<file path="config.mk">
export PLATFORM = sky130hd
export DESIGN_NAME = randist_sched
export DESIGN_NICKNAME = d
export VERILOG_FILES = /design/src/rtl/randist_pkg.sv /design/src/rtl/randist_tag_fifo.sv /design/src/rtl/randist_sched.sv
export SDC_FILE = /design/constraint.sdc
export NUM_CORES = 1
export LEC_CHECK = 0
export ABC_AREA = 1
export ABC_CLOCK_PERIOD_IN_PS = 8900
export CAP_MARGIN = 15
export CORE_AREA = 2 2 308 310
export CTS_CLUSTER_SIZE = 12
export DETAILED_ROUTE_END_ITERATION = 10
export DIE_AREA = 0 0 310 312
export HOLD_SLACK_MARGIN = 0.15
export SYNTH_ARGS = -nofsm -noshare
export SYNTH_HDL_FRONTEND = slang
export SYNTH_SLANG_ARGS = --single-unit
</file>
<file path="constraint.sdc">
create_clock -name clk -period 8.9 [get_ports clk]
set_input_delay 1.78 -clock clk [delete_from_list [all_inputs] [get_ports clk]]
set_output_delay 1.78 -clock clk [all_outputs]
set_load 0.005 [all_outputs]
</file>
<file path="src/rtl/randist_pkg.sv">
// Shared constants and types for the randist scheduler slice.
package randist_pkg;

  localparam logic [63:0] FP64_ONE  = 64'h3ff0000000000000;
  localparam logic [63:0] FP64_ZERO = 64'h0000000000000000;

  localparam int NREQ_DEF = 4;
  localparam int TAGD_DEF = 32;
  localparam int IDW_DEF  = $clog2(NREQ_DEF);

  // Requester ID at the default requester count.
  typedef logic [IDW_DEF-1:0] req_id_t;

endpackage

</file>
<file path="src/rtl/randist_tag_fifo.sv">
// In-order tag FIFO: remembers which requester owns each in-flight sample.
// Pop on empty is dropped; push on full is prevented by the caller.
module randist_tag_fifo #(
  parameter  int W     = 2,
  parameter  int DEPTH = 32,
  localparam int PW    = $clog2(DEPTH),
  localparam int CW    = $clog2(DEPTH + 1)
) (
  input  logic          clk,
  input  logic          rst,
  input  logic          push,
  input  logic          pop,
  input  logic [W-1:0]  din,
  output logic [W-1:0]  dout,
  output logic [CW-1:0] count,
  output logic          empty
);

  logic [W-1:0]  mem [DEPTH];
  logic [PW-1:0] wptr, rptr;
  logic          do_pop;

  assign empty  = (count == '0);
  assign do_pop = pop & ~empty;
  assign dout   = mem[rptr];

  // Tag storage; contents need no reset, only the pointers do.
  always_ff @(posedge clk) begin
    if (push) mem[wptr] <= din;
  end

  // Pointers wrap naturally at DEPTH; occupancy tracks push/pop balance.
  always_ff @(posedge clk or posedge rst) begin
    if (rst) begin
      wptr  <= '0;
      rptr  <= '0;
      count <= '0;
    end else begin
      if (push)   wptr <= wptr + 1'b1;
      if (do_pop) rptr <= rptr + 1'b1;
      case ({push, do_pop})
        2'b10:   count <= count + 1'b1;
        2'b01:   count <= count - 1'b1;
        default: ;
      endcase
    end
  end

endmodule

</file>
<file path="src/rtl/randist_sched.sv">
// Round-robin scheduler sharing one randist pipeline among NREQ requesters.
// The pipeline cannot stall, so issue is throttled on tag FIFO occupancy.
module randist_sched
  import randist_pkg::*;
#(
  parameter  int NREQ = NREQ_DEF,
  parameter  int TAGD = TAGD_DEF,
  parameter  int IDW  = $clog2(NREQ),
  localparam int CW   = $clog2(TAGD + 1)
) (
  input  logic                 clk,
  input  logic                 rst,
  input  logic [NREQ-1:0]      req_valid,
  output logic [NREQ-1:0]      req_ready,
  input  logic [64*NREQ-1:0]   req_u1,
  input  logic [64*NREQ-1:0]   req_u2,
  output logic                 rd_push,
  output logic [63:0]          rd_u1,
  output logic [63:0]          rd_u2,
  input  logic                 rd_pushout,
  input  logic [63:0]          rd_z,
  output logic [NREQ-1:0]      rsp_valid,
  output logic [63:0]          rsp_z,
  output logic [IDW-1:0]       rsp_id,
  output logic [CW-1:0]        inflight,
  output logic                 busy,
  output logic                 err_orphan
);

  logic [IDW-1:0]  rr;
  logic [NREQ-1:0] grant;
  logic [IDW-1:0]  gidx;
  logic            can_issue;
  logic            accept;
  logic            pop;
  logic            empty;
  logic [IDW-1:0]  tag;
  logic [NREQ-1:0] onehot;
  logic [CW-1:0]   count;

  // Same-cycle pop is not credited, so throttling is conservative.
  assign can_issue = (count < CW'(TAGD));
  assign req_ready = (can_issue & ~rst) ? grant : '0;
  assign accept    = |req_ready;
  assign pop       = rd_pushout & ~empty;
  assign inflight  = count;
  assign busy      = (count != '0);

  // Round-robin search: first valid requester at or after rr.
  always_comb begin
    logic           found;
    logic [IDW-1:0] idx;
    found = 1'b0;
    idx   = '0;
    grant = '0;
    gidx  = '0;
    for (int k = 0; k < NREQ; k++) begin
      idx = IDW'((int'(rr) + k) % NREQ);
      if (!found && req_valid[idx]) begin
        grant[idx] = 1'b1;
        gidx       = idx;
        found      = 1'b1;
      end
    end
  end

  // One-hot strobe for the returning tag.
  always_comb begin
    onehot      = '0;
    onehot[tag] = 1'b1;
  end

  // Issue stage: register the granted operands toward the pipeline.
  always_ff @(posedge clk or posedge rst) begin
    if (rst) begin
      rd_push <= 1'b0;
      rd_u1   <= FP64_ZERO;
      rd_u2   <= FP64_ZERO;
      rr      <= '0;
    end else begin
      rd_push <= accept;
      if (accept) begin
        rd_u1 <= req_u1[int'(gidx)*64 +: 64];
        rd_u2 <= req_u2[int'(gidx)*64 +: 64];
        rr    <= (gidx == IDW'(NREQ - 1)) ? '0 : gidx + 1'b1;
      end
    end
  end

  // Response stage: route each returning Z to the head tag's owner.
  always_ff @(posedge clk or posedge rst) begin
    if (rst) begin
      rsp_valid  <= '0;
      rsp_z      <= FP64_ZERO;
      rsp_id     <= '0;
      err_orphan <= 1'b0;
    end else begin
      rsp_valid  <= pop ? onehot : '0;
      if (pop) begin
        rsp_z  <= rd_z;
        rsp_id <= tag;
      end
      err_orphan <= err_orphan | (rd_pushout & empty);
    end
  end

  randist_tag_fifo #(.W(IDW), .DEPTH(TAGD)) u_tags (
    .clk   (clk),
    .rst   (rst),
    .push  (accept),
    .pop   (rd_pushout),
    .din   (gidx),
    .dout  (tag),
    .count (count),
    .empty (empty)
  );

endmodule

</file>
==> flow_metrics.tcl <==
set metrics [dict create \
    final-hold-violation-count 0 \
    fin_crit_ns 5.56 \
    finalSetupViolations 0 \
    nNetsFinal 3812 \
    hpwl_um 58200 \
    cp_slowest_cell "clkdlybuf4s50_1" \
    worstReg2RegEnd "u_tags.count[5]" \
    min_to "rd_u1[50]" \
    multi_input_area_um2 8580 \
    syn_avg_cell_area_um2 6.89 \
    synthAdderAreaFrac_pct 1.41 \
    chipWidth_um 310 \
    path_cells "clkdlybuf4s50_1, nand2_1, nand3_1, nand2_1, inv_1, nand3_1, nand3_1, nand2_1, inv_1, clkdlybuf4s50_1" \
    syn_inst 2530 \
    hold_buffers 0 \
    drive_gt1_share_pct 3.52 \
    synth_seq_cells 282 \
    final_common_cell "nand2_1" \
    antenna_found_initial 10 \
    critPathMaxStageDelay_ns 0.52 \
    synth_compound_area_share_pct 2.39 \
    gp_congestion 0.898 \
    rsz0062_at_grt "no" \
    wirelength_um 79600 \
    netlist_area_um2 17400 \
    slew_violations 0 \
    clkLatencyLatePin_ns 0.57 \
    crit_family "buffers and inverters" \
    drc_errors 0 \
    max_freq_ghz 0.180 \
    worst_pin_slew_ns 1.28 \
    grt_usage_pct 15.6 \
    cts_buffer_depth 3 \
    grt_max_degree 178 \
    rr_worst_depth 21 \
    synth_xor_area_share_pct 0.402 \
    grt_pass1_vias 18628 \
    cp-end-kind "primary output" \
    status "completed" \
    dr.pass1.iters 7 \
    yosys_warnings 0 \
    dr_total_vias 19003 \
    ys_seq_area_share_pct 42.3 \
    path_max_fanout 9 \
    worstReg2RegStart "rr[0]" \
    synth_top_family_by_area "simple AND/OR/NAND/NOR gates" \
    worstPathArrival_ns 3.78 \
    clk_pin_slew_ns 0.06 \
    crit_required_ns 7.12 \
    setup.reg_to_reg.worst_slack_ns 4.34 \
    worst-path-buf-inv 4 \
    start_kind "input port" \
    synth_nets 3132 \
    post-cts-setup-buffers 0 \
    slew_headroom_pct 14.5 \
    core-area_um2 93000 \
    leakagePower_uw 0.0130 \
    die_h_um 312 \
    root_buffer "clkbuf_16" \
    seqCellArea_um2 7380 \
    syn_to_final_growth_pct 58.6 \
    portBuffers 793 \
    finalClockSkew_ns 0.0416 \
    cts_sinks 282 \
    synth.distinct_cells 39 \
    critPathKind "in -> out" \
    finalSetupTns_ns 0 \
    rows 112 \
    tritoncts "built" \
    grt_pass1_wl_um 116000 \
    maxCapViolCount 0 \
    antenna_left 0 \
    hold_depth 2 \
    start_util_pct 18.7 \
    cts_buffers 39 \
    cts_resized 0 \
    finalPower_uw 11400 \
    floorplan.die_area_um2 96700 \
    dr.first_iter.drc_count 1188 \
    final_cell_mix "nand2_1, clkdlybuf4s50_1, nand3_1, dfrtp_1, inv_1" \
    synthSimpleGateAreaFrac_pct 44.8 \
    fill_cells 10169 \
    hold_path.startpoint "rd_u1[50]" \
    hp-class "reg -> reg" \
    power_density_nw_per_um2 413 \
    num_io_pins 794 \
    ir_drop_v 0.000474 \
    cts_max_level 2 \
    finalCritPeriodShare_pct 62.4 \
    viasPerCell 4.22 \
    synthMuxAreaShare_pct 0 \
    grt-ovfl-total 0 \
    drt-wirelength-per-cell_um 17.7 \
]
## metrics by stage
stage	instances	setup WS (ns)	util, %	hold WS, ns	cell area [um^2]
2_1_floorplan	2530	1.16	-	0.468	17400
6_report	4499	3.34	29.7	0.475	27600
3_3_place_gp	4423	3.12	28.3	0.461	26300
4_1_cts	4494	3.36	29.7	0.479	27600
3_5_place_dp	4423	3.08	28.3	0.464	26300
5_1_grt	4498	3.19	29.7	0.492	27600
## worst max-delay path by stage
stage | from | to | slack [ns] | cells past startpoint
3_5_place_dp | req_valid[0] | u_tags.count[5] | 3.08 | 20
6_report | req_valid[3] | req_ready[1] | 3.34 | 10
2_1_floorplan | rst | err_orphan | 1.16 | 1
4_1_cts | req_valid[0] | req_ready[3] | 3.36 | 11
5_1_grt | req_valid[3] | req_ready[0] | 3.19 | 11
3_3_place_gp | req_valid[1] | u_tags.count[5] | 3.12 | 20
## state kept, by name, indices dropped and copies added (netlist names)
register / cells
rd_u1: 64
rd_u2: 64
rsp_z: 64
u_tags.mem: 64
u_tags.count: 6
u_tags.rptr: 5
u_tags.wptr: 5
rsp_valid: 4
rr: 2
rsp_id: 2
err_orphan: 1
rd_push: 1
## report_power, final
part / internal, uW / switching (uW)
Sequential: 1890 / 324
Combinational: 2600 / 4990
Clock: 939 / 667
Total: 5430 / 5980
## cell usage after synthesis
cell,n,share of area (%)
xnor2_1,1,0.050
nand2_2,5,0.18
o21ai_0,38,1.1
buf_6,10,0.65
or2_2,2,0.072
clkinv_1,4,0.086
buf_4,12,0.52
ha_1,18,1.3
o221ai_1,8,0.40
nand4_2,1,0.072
nor3_2,4,0.23
nand3_2,1,0.057
a21oi_1,10,0.29
o21bai_1,1,0.043
nor4_1,1,0.036
nand4_1,10,0.36
inv_1,157,3.4
nand2_1,1294,28
nor3_1,28,0.80
o21ai_1,1,0.029
clkbuf_1,42,0.90
nor2_1,43,0.93
buf_1,13,0.28
inv_2,5,0.11
nand3_1,287,8.2
o22ai_1,8,0.29
nand2_4,4,0.26
nor2_4,2,0.13
inv_6,1,0.050
fa_1,1,0.11
a21boi_0,4,0.17
o31ai_1,1,0.043
edfxtp_1,64,11
dfrtp_1,218,31
a31oi_1,1,0.036
nand3b_1,128,5.5
nor2_2,1,0.036
buf_2,94,2.7
xor2_1,7,0.35
## cell families (layout without fill, tap and decap cells)
kind of cell    count (synthesis)  after routing
simple gates                 1811           1811
compound gates                 72             72
buf+inv                       338           1048
flops                         282            282
fa+ha+maj                      19             19
xor+xnor                        8              8
other cells                     0              5
## layout make-up
type / count / share of cell area (%)
Antenna cell: 5 / 0.0453
Clock inverter: 21 / 0.851
Timing Repair Buffer: 810 / 29.4
Tap cell: 1254 / 5.68
Multi-Input combinational cell: 1910 / 31.1
Clock buffer: 50 / 3.93
Inverter: 167 / 2.33
Sequential cell: 282 / 26.7
## metal layers
metal	track usage, %	wire, um	up-vias
li1	-	-	9336
met1	17.1	29900	8793
met2	28.0	39600	726
met3	4.18	6470	140
met4	7.11	3560	8
met5	0	68	-
## worst min-delay path, stage by stage (launching register included)
cell     delay, ns
dfrtp_1       0.34
nand2_1       0.05
nand2_1       0.05
Power figures use the tool's default switching activity.
